**src/rtl/training_ctrl_pkg.sv**
```systemverilog
// Shared definitions for the training epoch sequencer: FSM states, FloPoCo
// exception codes and the +inf constant used to seed the best-error tracker.
package training_ctrl_pkg;

  typedef enum logic [2:0] {
    IDLE    = 3'd0,
    INIT_RD = 3'd1,
    FWD     = 3'd2,
    EVAL    = 3'd3,
    UPD     = 3'd4,
    DONE    = 3'd5
  } state_t;

  localparam logic [1:0] EXC_ZERO = 2'b00;
  localparam logic [1:0] EXC_NORM = 2'b01;
  localparam logic [1:0] EXC_INF  = 2'b10;
  localparam logic [1:0] EXC_NAN  = 2'b11;

  localparam logic [33:0] FP_POS_INF = 34'h2_7F800000;

endpackage

```
**src/rtl/fpc_mag_compare.sv**
```systemverilog
// Combinational less-than on nonnegative FloPoCo values, plus NaN / negative
// flags for operand a.
module fpc_mag_compare
  import training_ctrl_pkg::*;
#(
  parameter int BIT_WIDTH  = 32,
  parameter int EXTRA_BITS = 2,
  parameter int W          = BIT_WIDTH + EXTRA_BITS
) (
  input  logic [W-1:0] a,
  input  logic [W-1:0] b,
  output logic         lt,
  output logic         a_is_nan,
  output logic         a_is_neg
);

  // Ordering key: zero lowest, normals by exponent/mantissa, inf/NaN saturate.
  function automatic logic [BIT_WIDTH:0] mag_key(input logic [W-1:0] v);
    logic [BIT_WIDTH:0] k;
    case (v[W-1 -: 2])
      EXC_ZERO: k = '0;
      EXC_NORM: k = {2'b01, v[BIT_WIDTH-2:0]};
      default:  k = '1;
    endcase
    return k;
  endfunction

  assign lt       = mag_key(a) < mag_key(b);
  assign a_is_nan = (a[W-1 -: 2] == EXC_NAN);
  assign a_is_neg = (a[W-1 -: 2] == EXC_NORM) && a[BIT_WIDTH-1];

endmodule

```
**src/rtl/training_sequencer.sv**
```systemverilog
// Epoch-level controller: initial ROM read, then forward pass / evaluation /
// weight update loop with best-error tracking and convergence / limit / fault exits.
module training_sequencer
  import training_ctrl_pkg::*;
#(
  parameter int BIT_WIDTH        = 32,
  parameter int EXTRA_BITS       = 2,
  parameter int INIT_READ_CYCLES = 4,
  parameter int EPOCH_W          = 16
) (
  input  logic                            CLK,
  input  logic                            RESET,
  input  logic                            start,
  input  logic                            abort,
  input  logic                            cfg_mode,
  input  logic [EPOCH_W-1:0]              cfg_max_epochs,
  input  logic [BIT_WIDTH+EXTRA_BITS-1:0] cfg_threshold,
  input  logic [BIT_WIDTH+EXTRA_BITS-1:0] cfg_delta,
  input  logic                            ext_stall,
  input  logic                            l2_valid,
  input  logic [BIT_WIDTH+EXTRA_BITS-1:0] l2_error,
  input  logic                            upd_done,
  output logic                            training_mode,
  output logic [BIT_WIDTH+EXTRA_BITS-1:0] delta_val,
  output logic                            local_initial_read_flag,
  output logic                            training_rd,
  output logic                            training_wr,
  output logic                            test_write_buffer_bestweights,
  output logic                            stall,
  output logic                            local_finish,
  output logic [BIT_WIDTH+EXTRA_BITS-1:0] best_error,
  output logic [EPOCH_W-1:0]              epoch_count,
  output logic                            converged,
  output logic                            aborted
);

  localparam int FW    = BIT_WIDTH + EXTRA_BITS;
  localparam int CNT_W = (INIT_READ_CYCLES > 1) ? $clog2(INIT_READ_CYCLES) : 1;
  localparam logic [CNT_W-1:0] CNT_LOAD = CNT_W'(INIT_READ_CYCLES - 1);

  state_t            state, nxt;
  logic [CNT_W-1:0]  cnt;
  logic [EPOCH_W-1:0] max_q;
  logic [FW-1:0]     thr_q;
  logic [FW-1:0]     err_q;
  logic              better_q, below_q, bad_q;

  logic lt_best, nan_b, neg_b;
  logic lt_thr, nan_t, neg_t;
  logic bad_now, better_now, start_run;
  logic set_conv, set_abort;
  logic flag_d, rd_d, wr_d, stall_d, finish_d, bw_d;

  fpc_mag_compare #(.BIT_WIDTH(BIT_WIDTH), .EXTRA_BITS(EXTRA_BITS)) u_cmp_best (
    .a        (l2_error),
    .b        (best_error),
    .lt       (lt_best),
    .a_is_nan (nan_b),
    .a_is_neg (neg_b)
  );

  fpc_mag_compare #(.BIT_WIDTH(BIT_WIDTH), .EXTRA_BITS(EXTRA_BITS)) u_cmp_thr (
    .a        (l2_error),
    .b        (thr_q),
    .lt       (lt_thr),
    .a_is_nan (nan_t),
    .a_is_neg (neg_t)
  );

  // Faulty errors never count as an improvement.
  assign bad_now    = nan_b | neg_b | nan_t | neg_t;
  assign better_now = lt_best & ~bad_now;
  assign start_run  = start && (state == IDLE || state == DONE);

  always_comb begin
    nxt       = state;
    set_conv  = 1'b0;
    set_abort = 1'b0;
    case (state)
      IDLE: if (start) nxt = INIT_RD;
      INIT_RD: begin
        // Only cycles on which the flag was actually presented count down.
        if (abort) begin
          nxt       = DONE;
          set_abort = 1'b1;
        end else if (local_initial_read_flag && cnt == '0) begin
          nxt = FWD;
        end
      end
      FWD: begin
        if (abort) begin
          nxt       = DONE;
          set_abort = 1'b1;
        end else if (l2_valid) begin
          nxt = EVAL;
        end
      end
      EVAL: begin
        if (abort || bad_q) begin
          nxt       = DONE;
          set_abort = 1'b1;
        end else if (below_q) begin
          nxt      = DONE;
          set_conv = 1'b1;
        end else if ((epoch_count + EPOCH_W'(1)) == max_q) begin
          nxt = DONE;
        end else begin
          nxt = UPD;
        end
      end
      UPD: begin
        if (abort) begin
          nxt       = DONE;
          set_abort = 1'b1;
        end else if (upd_done) begin
          nxt = FWD;
        end
      end
      DONE: if (start) nxt = INIT_RD;
      default: nxt = IDLE;
    endcase

    flag_d   = (nxt == INIT_RD) && !ext_stall;
    rd_d     = (nxt == FWD) && !ext_stall;
    wr_d     = (nxt == UPD) && !ext_stall;
    stall_d  = (nxt == IDLE) || (nxt == DONE) ||
               (ext_stall && (nxt == INIT_RD || nxt == FWD || nxt == UPD));
    finish_d = (nxt == DONE);
    bw_d     = (state == FWD) && (nxt == EVAL) && better_now;
  end

  always_ff @(posedge CLK or negedge RESET) begin
    if (!RESET) state <= IDLE;
    else        state <= nxt;
  end

  always_ff @(posedge CLK or negedge RESET) begin
    if (!RESET) begin
      local_initial_read_flag       <= 1'b0;
      training_rd                   <= 1'b0;
      training_wr                   <= 1'b0;
      stall                         <= 1'b1;
      local_finish                  <= 1'b0;
      test_write_buffer_bestweights <= 1'b0;
    end else begin
      local_initial_read_flag       <= flag_d;
      training_rd                   <= rd_d;
      training_wr                   <= wr_d;
      stall                         <= stall_d;
      local_finish                  <= finish_d;
      test_write_buffer_bestweights <= bw_d;
    end
  end

  always_ff @(posedge CLK or negedge RESET) begin
    if (!RESET) begin
      training_mode <= 1'b0;
      delta_val     <= '0;
      max_q         <= '0;
      thr_q         <= '0;
      cnt           <= '0;
      err_q         <= '0;
      better_q      <= 1'b0;
      below_q       <= 1'b0;
      bad_q         <= 1'b0;
      best_error    <= FP_POS_INF;
      epoch_count   <= '0;
      converged     <= 1'b0;
      aborted       <= 1'b0;
    end else begin
      if (start_run) begin
        training_mode <= cfg_mode;
        delta_val     <= cfg_delta;
        max_q         <= cfg_max_epochs;
        thr_q         <= cfg_threshold;
        cnt           <= CNT_LOAD;
        best_error    <= FP_POS_INF;
        epoch_count   <= '0;
        converged     <= 1'b0;
        aborted       <= 1'b0;
      end
      if (state == INIT_RD && local_initial_read_flag && cnt != '0)
        cnt <= cnt - CNT_W'(1);
      if (state == FWD && l2_valid) begin
        err_q    <= l2_error;
        better_q <= better_now;
        below_q  <= lt_thr;
        bad_q    <= bad_now;
      end
      if (state == EVAL) begin
        epoch_count <= epoch_count + EPOCH_W'(1);
        if (better_q) best_error <= err_q;
      end
      if (nxt == DONE && state != DONE) begin
        converged <= set_conv;
        aborted   <= set_abort;
      end
    end
  end

endmodule

```
**config.mk**
```make
export PLATFORM = sky130hd
export DESIGN_NAME = training_sequencer
export DESIGN_NICKNAME = d
export VERILOG_FILES = /design/src/rtl/training_ctrl_pkg.sv /design/src/rtl/fpc_mag_compare.sv /design/src/rtl/training_sequencer.sv
export SDC_FILE = /design/constraint.sdc
export NUM_CORES = 1
export LEC_CHECK = 0
export ABC_AREA = 1
export BUFFER_PORTS_ARGS = -buffer_cell sky130_fd_sc_hd__buf_2
export CAP_MARGIN = 20
export CORE_MARGIN = 1.5
export CORE_UTILIZATION = 35
export DETAILED_ROUTE_END_ITERATION = 10
export MAX_ROUTING_LAYER = met4
export PLACE_DENSITY_LB_ADDON = 0.25
export SYNTH_ARGS = -nofsm -noshare
export SYNTH_HDL_FRONTEND = slang
export SYNTH_SLANG_ARGS = --single-unit
```
**constraint.sdc**
```tcl
create_clock -name CLK -period 3.9 [get_ports CLK]
set_input_delay 0.78 -clock CLK [delete_from_list [all_inputs] [get_ports CLK]]
set_output_delay 0.78 -clock CLK [all_outputs]
set_load 0.02 [all_outputs]
```
Word-level counts from Yosys, hierarchy flattened
Cells that the tools add are included.
Widths: inputs -> output; s select.
{"block": "totals", "word_cells": 107, "memories": 0, "latchBits": 0, "input_bits": 126, "ramBits": 0, "ff_bits": 185, "out_inout_bits": 93, "romBits": 0}
{"block": "classes", "div": 0, "bitwise_logic": 5, "magnitude_cmp": 2, "add_sub_neg": 2, "n_mul": 0, "muxes": 30, "reduce_logical": 32, "shift": 0, "n_eq_ne": 16}
{"operator": "$pmux 33 s2", "n": 3}
{"operator": "$mux 34", "n": 3}
{"operator": "$lt 33x33->1", "n": 2}
{"operator": "$mux 16", "n": 2}
{"operator": "$mux 3", "n": 7}
{"operator": "$add 16x1->16 const B", "n": 1}
{"operator": "$eq 16x16->1", "n": 1}
{"operator": "$pmux 3 s5", "n": 1}
{"operator": "$logic_and 1x1->1", "n": 13}
{"operator": "$eq 3x2->1 const B", "n": 4}
{"operator": "$eq 3x3->1 const B", "n": 4}
{"operator": "$mux 1", "n": 11}
{"operator": "$logic_not 2->1", "n": 4}
{"operator": "$reduce_bool 2->1", "n": 4}
{"operator": "$eq 2x1->1 const B", "n": 3}
{"operator": "$eq 3x1->1 const B", "n": 2}
{"operator": "$logic_not 3->1", "n": 2}
{"operator": "$logic_or 1x1->1", "n": 6}
{"operator": "$mux 2", "n": 2}
{"operator": "$ne 3x3->1 const B", "n": 1}
{"operator": "$or 1x1->1", "n": 3}
{"operator": "$reduce_or 3->1", "n": 1}
{"operator": "$eq 2x2->1 const B", "n": 1}
{"operator": "$pmux 1 s2", "n": 1}
{"operator": "other kinds (5)", "n": 5}

Logic depth before layout (Yosys ltp)
Gate-level depths: netlist of the first run.
{"block": "depth", "word_depth": 11, "ltp_mapped": 18, "depth_no_buf": 18}

Modules after synthesis
A second synthesis of the first run with hierarchy kept.
{"block": "unflattened", "hier_cells": 1433, "area_unflattened_um2": 10488.8}
{"mod": "training_sequencer", "cells_per_inst": 953, "seq_area_each_um2": 4642.0, "n_inst": 1, "area_per_inst_um2": 7916.3}
{"mod": "fpc_mag_compare", "cells_per_inst": 240, "seq_area_each_um2": 0.0, "n_inst": 2, "area_per_inst_um2": 1286.2}

Worst setup path after synthesis of the first run
No wires, ideal clock.
{"block": "synth_timing", "path_type": "input-to-reg", "from": "input port l2_error[32]", "to": "register better_q", "required_time_ps": 3817, "setup_time_ps": 83, "path_slack_ps": 1421, "path_buffers": 1, "cell_stages": 13, "t_arrival_ps": 2396, "path_cell_list": "inv_1 -> clkbuf_1 -> o21ai_0 -> ha_1 -> a21oi_1 -> nor2_1 -> a211oi_1 -> o21ai_0 -> nand2_1 -> o2111ai_1 -> nand2_1 -> nand4_1 -> o21ai_0"}
{"block": "synth_via", "elab_chain_cells": 7, "word_cells_on_any_way": 11, "classes_between": "1 x order compare; 2 x eq/ne; 1 x mux; 5 x bitwise; 2 x reduce/logical"}
{"item": "from (decl)", "line": "training_sequencer.sv:21", "source": "input logic [BIT_WIDTH+EXTRA_BITS-1:0] l2_error,"}
{"item": "branches (longest 6 deep; another with $lt 33x33->1)"}
{"item": "$and 1x1->1 *", "line": "training_sequencer.sv:72", "source": "assign better_now = lt_best & ~bad_now;"}
{"item": "to (signal assigned)", "line": "training_sequencer.sv:186", "source": "better_q <= better_now;"}
{"item": "to (decl)", "line": "training_sequencer.sv:46", "source": "logic better_q, below_q, bad_q;"}
Every way passes the cells marked *.
A chain may end at the register's enable or synchronous reset.

Final worst setup path of the first run
{"block": "layout_timing", "from": "input port l2_error[32]", "to": "register below_q"}
{"block": "layout_via", "elab_chain_cells": 3, "word_cells_on_any_way": 4, "classes_between": "1 x order compare; 1 x eq/ne; 1 x mux; 1 x reduce/logical"}
{"item": "$eq 2x1->1 or $logic_not 2->1 (tied branches)", "line": "fpc_mag_compare.sv:20", "source": "case (v[W-1 -: 2])"}
{"item": "$pmux 33 s2 *", "line": "fpc_mag_compare.sv:20"}
{"item": "$lt 33x33->1 *", "line": "fpc_mag_compare.sv:28", "source": "assign lt = mag_key(a) < mag_key(b);"}
{"item": "to (signal assigned)", "line": "training_sequencer.sv:187", "source": "below_q <= lt_thr;"}
{"item": "to (decl)", "line": "training_sequencer.sv:46"}
Every way passes the cells marked *; elsewhere a longest branch is shown, timed or not.

==> metrics, run 1 <==
vias per cell=4.89; TritonRoute pass-1 iters=5; reg2reg start=thr_q[33]; Mapped Area=9840 µm²; root buf cell=clkbuf_16; Post-synth top cells=424 x nand2_1, 174 x dfrtp_1, 95 x inv_1, 92 x nand3_1, 91 x o21ai_0; fill cell count=2816; Final min period=2.83 ns; Critical Path End Type=flip-flop; largest net degree at the start of global routing=between 70 and 80; FMAX=0.353 GHz; crit path kind=in2reg; GP Congestion=~0.85; flops & latches, synth=184; placed insts=roughly 1800; CTS tree=built; core area=27700 µm²; clk sink count=about 180; Rel. slew slack=roughly 30%; post-DP HPWL=just under 20000 µm; first-pass GRT wire length=44500 µm; final wirelength=28000 µm; Die Y=between 150 and 200 µm; synth-to-layout area growth=21.5%; Final Cycle Share=about 73%; hold slack=0.358 ns; r2r worst-path depth=10; Iter 0 DRT Violations=599; fraction of layout cells with a size suffix above 1=20.1%; crit start category=input pin; Post-synth EDFFs=0; number of H-tree levels=4; DRC errors left=0; synth unique cells=35; Global Route Usage Sum=between 20 and 25%; Leakage=6.53 nW; Syn Inst Count=1255; ys async rst share=between 90% and 100%; Synth area leaders=dfrtp_1 44%, nand2_1 16%, ha_1 8.4%, nand3_1 4.7%, o21ai_0 4.6%; Num CTS Buffers=17; Avg WL per Cell=15.2 µm; Power Dens Cells=635 nW/µm²; fin nets=around 1600; Worst R2R Setup Slack=1.10 ns; status=finished clean; VDD IR max=between 0.2 and 0.3 mV; Seq/Total Area, Yosys=46.9%; Hold Path Class=in2async; post-CTS sizing=0; # setup viols final=0; die area=29100 µm²; Die Wd=171 µm; skew final=0.0135 ns; remaining antenna violation count=0; Post-CTS Setup Inserts=0; Worst-Margin Slew=1.05 ns; Final Hold Vio Count=0; ys flop type=dfrtp_1; biggest area consumer among synthesized cells=dfrtp_1; vias in the first global route=8576; Reg2Reg Capture Point=below_q; site row count=61; area share of the largest cell type after synthesis=44.2%; clk buf depth=2; RSZ-0062 raised after global routing=no; Final Max Tran Viols=0; initial antenna violation count=5; WP data arrival=approximately 3.2 ns; Yosys Warn Count=0; Post-Synthesis Net Count=1447; initial core utilization=between 30% and 40%; worst path required time=between 4 and 5 ns; syn avg cell area=7.84 µm²; Clock transition at path regs=0.08 ns; worst-path fanout max=24; GR Overflow Total=0; setup_tns=0 ns; I/O Buffers=217; MaxCap Viol Count=0; Worst-Skew Late Latency=0.44 ns; most frequent cell after synthesis=nand2_1; via count=between 9000 and 10000; Cell Count, Final, Fillers Out=1843; I/O pin count=219; Hold Buf Count CTS=0
[per-stage QoR]
stage	power [mW]	instance area, µm²	worst slack (ns)	utilization, %
after floorplan	4.89	9840	1.42	-
after global placement	5.75	11300	0.698	40.9
after detailed placement	5.81	11300	0.662	40.9
after CTS	7.68	11900	1.10	43.1
after global routing	8.21	12000	0.941	43.2
final	7.59	12000	1.07	43.2
[power breakdown]
part | switching [mW] | internal, mW | total [mW] | leakage [nW]
clock network | 0.844 | 0.972 | 1.82 | 0.288
registers | 0.429 | 2.54 | 2.97 | 2.34
logic | 1.80 | 1.00 | 2.81 | 3.89
total | 3.08 | 4.51 | 7.59 | 6.53
[cells by family after synthesis]
logic type               Yosys count  share of synthesized area, %
AO/OA/AOI/OAI                    219                          12.0
adder cells (fa/ha/maj)           66                          8.39
buffers and inverters            161                          6.14
flip-flops                       184                          46.9
AND/OR/NAND/NOR                  625                          26.5
[worst max-delay path by stage]
stage                       startpoint        to  slack, ns  cells past startpoint
final                     l2_error[32]   below_q       1.07                     14
after global routing         thr_q[33]   below_q       0.94                     10
after CTS                    thr_q[33]   below_q       1.10                     10
after detailed placement  l2_error[32]   below_q       0.66                     14
after global placement    l2_error[33]  better_q       0.70                     12
after floorplan           l2_error[32]  better_q       1.42                     13
[worst max-delay path: stages]
cell       delay [ns]
buf_2            0.13
inv_1            0.22
buf_4            0.32
o21ai_0          0.19
ha_1             0.36
nand2_1          0.07
inv_1            0.04
o21bai_1         0.12
a21oi_1          0.09
a2111oi_0        0.43
nand2_1          0.12
nand2_1          0.08
nand4_1          0.11
o21ai_0          0.12
[flip-flops by register name, indices dropped and copies added (netlist names), 2 cells and up]
register,cells
err_q,34
cnt,2
max_q,16
state,3
thr_q,33
best_error,34
epoch_count,16
delta_val,34
[layout by cell type (no fill, tap or decap), drive strengths merged, types with 18 or more instances in the layout]
cell type / instances
o21ai: 93
ha: 66
nand3: 92
nand2: 430
a21oi: 90
dfrtp: 174
buf: 234
inv: 102
nor2: 64
nand4: 21
clkbuf: 18
[area by class of cell]
| type | count | area (µm²) | area share [%] |
|---|---|---|---|
| multi-input combinational | 910 | 4630 | 38.7 |
| sequential | 184 | 4620 | 38.6 |
| timing repair buffer | 235 | 1240 | 10.4 |
| tap | 378 | 473 | 3.96 |
| clock buffer | 17 | 425 | 3.56 |
| inverter | 99 | 373 | 3.12 |
| clock inverter | 15 | 183 | 1.53 |
| antenna | 5 | 12.5 | 0.105 |
[per-layer routing]
| metal | part of all wire [%] | wire [µm] | vias to the layer above | GRT usage (%) |
|---|---|---|---|---|
| met5 | 0 | 0 | - | - |
| li1 | - | - | 4518 | - |
| met1 | 47 | 13300 | 4246 | 26.8 |
| met3 | 5.4 | 1520 | 34 | 3.63 |
| met2 | 46 | 12700 | 222 | 31.2 |
| met4 | 1.6 | 442 | 0 | 6.23 |
(Power assumes the default switching activity.)
==> run 2: changes to the inputs <==
==> constraint.sdc (replaced) <==
create_clock -name CLK -period 2.4 [get_ports CLK]
set_input_delay 0.48 -clock CLK [delete_from_list [all_inputs] [get_ports CLK]]
set_output_delay 0.48 -clock CLK [all_outputs]
set_load 0.02 [all_outputs]
==> metrics, run 2 (synthesis results as in run 1) <==
GR Overflow Total=0; critical path's slowest cell=dfrtp_1; initial antenna violation count=3; sw power=around 5.1 mW; fin nets=1676; worst path required time=2.73 ns; Clock transition at path regs=0.07 ns; die area=29100 µm²; Hold Path Class=in2reg; initial core utilization=between 30% and 40%; post-DP HPWL=20500 µm; remaining antenna violation count=0; I/O pin count=between 200 and 250; Global Route Usage Sum=20.0%; via count=9203; met3 GRT Util=3.82%; WP data arrival=2.60 ns; final wirelength=28500 µm; Final Cycle Share=between 90% and 100%; critical-path cell list=ha_4, nand3_1, nor2_4, nand4_1, nand3b_1, nand2_1, nor2_1, nand3_2, o21bai_2, nand2_2, nand2_4, nand4_1, nand3_1, nand2_1; Design Area, Final=around 12000 µm²; DRC errors left=0; vias per cell=~5; MaxCap Viol Count=0; Die Wd=roughly 170 µm; skew final=between 0.01 and 0.015 ns; commonest non-fill, non-tap cell in the layout=nand2_1; Final Max Tran Viols=0; Power Dens Cells=1020 nW/µm²; met1 usage=26.0%; Critical Path End Type=flip-flop; Gate power share=38.8%; Int Pwr=7.61 mW; fill cell count=about 2800; commonest cells after routing, fill and taps aside=421 x nand2_1, 216 x buf_2, 173 x dfrtp_1; clk sink count=~180; synth-to-layout area growth=26.1%; hold slack=0.236 ns; CTS tree=built; root buf cell=clkbuf_16; vias in the first global route=between 8000 and 9000; Die Y=171 µm; GP Congestion=roughly 0.9; Rel. slew slack=between 50% and 60%; crit path kind=reg2reg; core area=27700 µm²; # setup viols final=0; Final min period=around 2.3 ns; number of H-tree levels=4; Leakage=6.78 nW; top flop regs=best_error (34), delta_val (34), err_q (34); layer with the highest usage=met2; status=finished clean; VDD IR max=around 0.53 mV; Final Hold Vio Count=0; Sw Share=39.9%; Area after DPL=between 10000 and 15000 µm²; Flop pwr share=between 30% and 40%; power share of the clock group=between 20 and 25%; Worst-Skew Late Latency=0.44 ns; Avg WL per Cell=15.2 µm; crit start category=flip-flop; clk buf depth=2; Worst-Margin Slew=0.626 ns; first-pass GRT wire length=44200 µm; M2 GR Usage=a little under a third; I/O Buffers=approximately 220; Iter 0 DRT Violations=569; RSZ-0062 raised after global routing=yes; site row count=61; largest net degree at the start of global routing=71; crit-path max cell delay=0.41 ns; fraction of layout cells with a size suffix above 1=between 20% and 30%; Num CTS Buffers=17; FMAX=0.441 GHz; TritonRoute pass-1 iters=7; Core Util, Final=44.8%; worst-path fanout max=5
## run 2: power groups by stage
stage          Sequential (mW)  Clock (mW)  Combinational (mW)
6_report                  4.69        3.06                4.92
5_1_grt                   4.82        3.26                5.59
4_1_cts                   4.69        3.14                4.94
3_5_place_dp              4.73           0                4.90
3_3_place_gp              4.71           0                4.81
2_1_floorplan             5.08           0                2.86
## run 2: per-layer routing
layer,wire [µm],vias to the layer above
li1,-,4587
met1,13100,4318
met2,13200,268
met3,1670,30
met4,420,0
met5,0,-
## run 2: cell type report
cell class	count	area, µm²	share of cell area [%]
sequential	184	4620	37.2
inverter	99	373	3.00
clock buffer	17	425	3.43
tap	378	473	3.81
timing repair buffer	271	1630	13.1
clock inverter	15	203	1.63
antenna	3	7.51	0.0605
multi-input combinational	911	4680	37.7
## run 2: through the flow
stage,setup slack [ns],power (mW),std cells,setup TNS [ns]
after floorplan,0.0797,7.94,1255,0
final,0.130,12.7,1878,0
after CTS,0.0456,12.8,1873,0
after detailed placement,-0.225,9.64,1840,-0.516
after global placement,-0.233,9.52,1840,-0.421
after global routing,-0.0433,13.7,1878,-0.0728
## run 2: timing repair
action                     CTS  global route
hold endpoints to repair    12             0
hold buffers                 1             0
setup endpoints to repair    0             8
gates resized for setup      0            15
buffers inserted             0             1
## run 2: path summary, 6_finish.rpt
check / startpoint / to / slack, ns / cells past startpoint
min in group asynchronous: RESET / delta_val[20] / 0.56 / 2
max in group asynchronous: RESET / best_error[33] / 1.11 / 3
worst max register to register: epoch_count[0] / converged / 0.13 / 14
worst min register to register: delta_val[9] / delta_val[9] / 0.47 / 2
worst min-delay path: cfg_threshold[7] / thr_q[7] / 0.24 / 3
worst max-delay path: epoch_count[0] / converged / 0.13 / 14
## run 2: critical path: cells and delay by family, from the launching register on
| family | cells | cell delay [ns] |
|---|---|---|
| AO/OA/AOI/OAI | 1 | 0.13 |
| adder cells (fa/ha/maj) | 1 | 0.18 |
| flip-flops | 1 | 0.41 |
| AND/OR/NAND/NOR | 12 | 1.46 |
==> run 3: changes to the inputs <==
--- a/config.mk
+++ b/config.mk
@@ -5,7 +5,6 @@
 export SDC_FILE = /design/constraint.sdc
 export NUM_CORES = 1
 export LEC_CHECK = 0
-export ABC_AREA = 1
 export BUFFER_PORTS_ARGS = -buffer_cell sky130_fd_sc_hd__buf_2
 export CAP_MARGIN = 20
 export CORE_MARGIN = 1.5
==> metrics, run 3 <==
area share of the largest cell type after synthesis=44.2%; status=finished with violations; Seq/Total Area, Yosys=46.9%; hold slack=0.0267 ns; RSZ-0062 raised after global routing=yes; CTS tree=built; placed insts=approximately 1700; Rel. slew slack=60.9%; I/O Buffers=217; ys flop type=dfrtp_1; Syn Inst Count=about 1100; Worst-Margin Slew=0.586 ns; first-pass GRT wire length=46300 µm; GR Overflow Total=0; Critical Path End Type=flip-flop; Global Route Usage Sum=21.1%; commonest non-fill, non-tap cell in the layout=nand2_1; die area=29200 µm²; GP Congestion=0.885; Synth area leaders=dfrtp_1 44%, nand2_1 14%, ha_1 8.4%, a21oi_1 4.7%, a21o_1 3.7%; Mapped Area=9850 µm²; crit path kind=reg2reg; flops & latches, synth=184; # setup viols final=2; biggest area consumer among synthesized cells=dfrtp_1; initial antenna violation count=2; Worst-Skew Late Latency=0.44 ns; Cell Count, Final, Fillers Out=1766; Final Max Tran Viols=0; fraction of layout cells with a size suffix above 1=a little over a quarter; syn avg cell area=8.77 µm²; most frequent cell after synthesis=nand2_1; crit start category=flip-flop; Num CTS Buffers=17; Final min period=2.41 ns; Leakage=6.74 nW; Yosys Warn Count=0; Core Util, Final=45.0%; Area after DPL=11800 µm²; site row count=61; Die Y=171 µm; largest net degree at the start of global routing=57; core area=27800 µm²; Post-Synthesis Net Count=1316; worst-path fanout max=12; I/O pin count=219; top flop regs=best_error (34), delta_val (34), err_q (34); remaining antenna violation count=0; Hold Buf Count CTS=0; vias in the first global route=8669; total power=9.43 mW; clk buf depth=2; Iter 0 DRT Violations=486; Post-synth EDFFs=0; fill cell count=2817; synth unique cells=61; Final Cycle Share=101%; VDD IR max=0.472 mV; Design Area, Final=12500 µm²; root buf cell=clkbuf_16; skew final=slightly above 0.008 ns; number of H-tree levels=4; post-layout worst setup margin=-0.0133 ns; MaxCap Viol Count=0; Final Hold Vio Count=0; TritonRoute pass-1 iters=5; via count=8785; vias per cell=4.97; final wirelength=slightly below 30000 µm; Die Wd=171 µm; failing checks=setup timing; pre-CTS setup slack=-0.262 ns; fin nets=1566; Power Dens Cells=754 nW/µm²; Post-synth top cells=380 x nand2_1, 174 x dfrtp_1, 92 x a21oi_1, 66 x ha_1, 63 x clkbuf_1; synth-to-layout area growth=26.8%; Hold Path Class=in2async; clk sink count=184; Clock transition at path regs=around 0.07 ns; WP data arrival=about 2.7 ns; setup_tns=-0.0177 ns; ys async rst share=100%; post-DP HPWL=about 21000 µm; commonest cells after routing, fill and taps aside=380 x nand2_1, 216 x buf_2, 173 x dfrtp_1; Avg WL per Cell=roughly 16 µm; worst path required time=approximately 2.7 ns; DRC errors left=0; initial core utilization=35.5%; FMAX=roughly 0.41 GHz
-- run 3: cell count changes after synthesis, sizes merged, moves of 8 or more --
| cell | delta |
|---|---|
| a21o | +48 |
| a22o | +25 |
| buf | +15 |
| inv | -84 |
| nand2 | -50 |
| nand3 | -76 |
| nor2 | -40 |
| o21ai | -44 |
| o22a | +8 |
| xnor2 | +14 |
-- run 3: timing repair --
| item | in CTS | in global routing |
|---|---|---|
| resized for setup | 3 | 9 |
| setup endpoints to repair | 2 | 10 |
| pin swaps | 1 | 2 |
| buffers inserted | 0 | 3 |
-- run 3: cell type report --
class,count,area (µm²),share of cell area (%)
Multi-Input combinational cell,850,4890,39.1
Sequential cell,184,4620,37.0
Timing Repair Buffer,310,1870,14.9
Tap cell,378,473,3.78
Clock buffer,20,457,3.65
Clock inverter,11,148,1.18
Inverter,11,41.3,0.330
Antenna cell,2,5.00,0.0400
-- run 3: layer usage --
layer / global-route usage, % / share of wire, % / wire length, µm / vias to the layer above
met5: - / 0 / 0 / -
met4: 7.23 / 1.9 / 547 / 0
met3: 3.72 / 4.2 / 1210 / 28
met2: 32.9 / 47 / 13500 / 218
met1: 27.6 / 47 / 13500 / 4187
li1: - / - / - / 4352
-- run 3: worst paths after layout --
path | from | end | slack [ns] | depth (start not counted)
min in group CLK | cfg_max_epochs[4] | max_q[4] | 0.23 | 3
worst max-delay path | best_error[33] | better_q | -0.01 | 11
worst min-delay path | RESET | thr_q[26] | 0.03 | 1
max in group asynchronous | RESET | stall | 1.66 | 2
worst max register to register | best_error[33] | better_q | -0.01 | 11
worst min register to register | delta_val[26] | delta_val[26] | 0.47 | 2
-- run 3: power breakdown --
part	total (mW)	internal (mW)	switching, mW	leakage, nW
Sequential	3.89	3.57	0.312	2.37
Clock	2.96	1.69	1.27	0.285
Combinational	2.59	1.04	1.54	4.08
Total	9.43	6.31	3.12	6.74
-- run 3: logic make-up after synthesis --
kind of cell	synth area share (%)
xor gates and xnor gates	1.60
DFF	46.9
muxes	0.419
and+or+nand+nor	21.2
AOI/OAI and AO/OA	17.5
buffers and inverters	3.95
adders and majority gates	8.48
-- run 3: worst max-delay path, stage by stage, from the launching register on --
cell and delay [ns]:
dfstp_2 0.59, buf_12 0.15, buf_4 0.12, a21oi_1 0.04, ha_1 0.30, a21o_1 0.11, a21oi_1 0.07, or3_1 0.30
a31oi_1 0.17, buf_4 0.15, a211oi_2 0.04, mux2_2 0.26
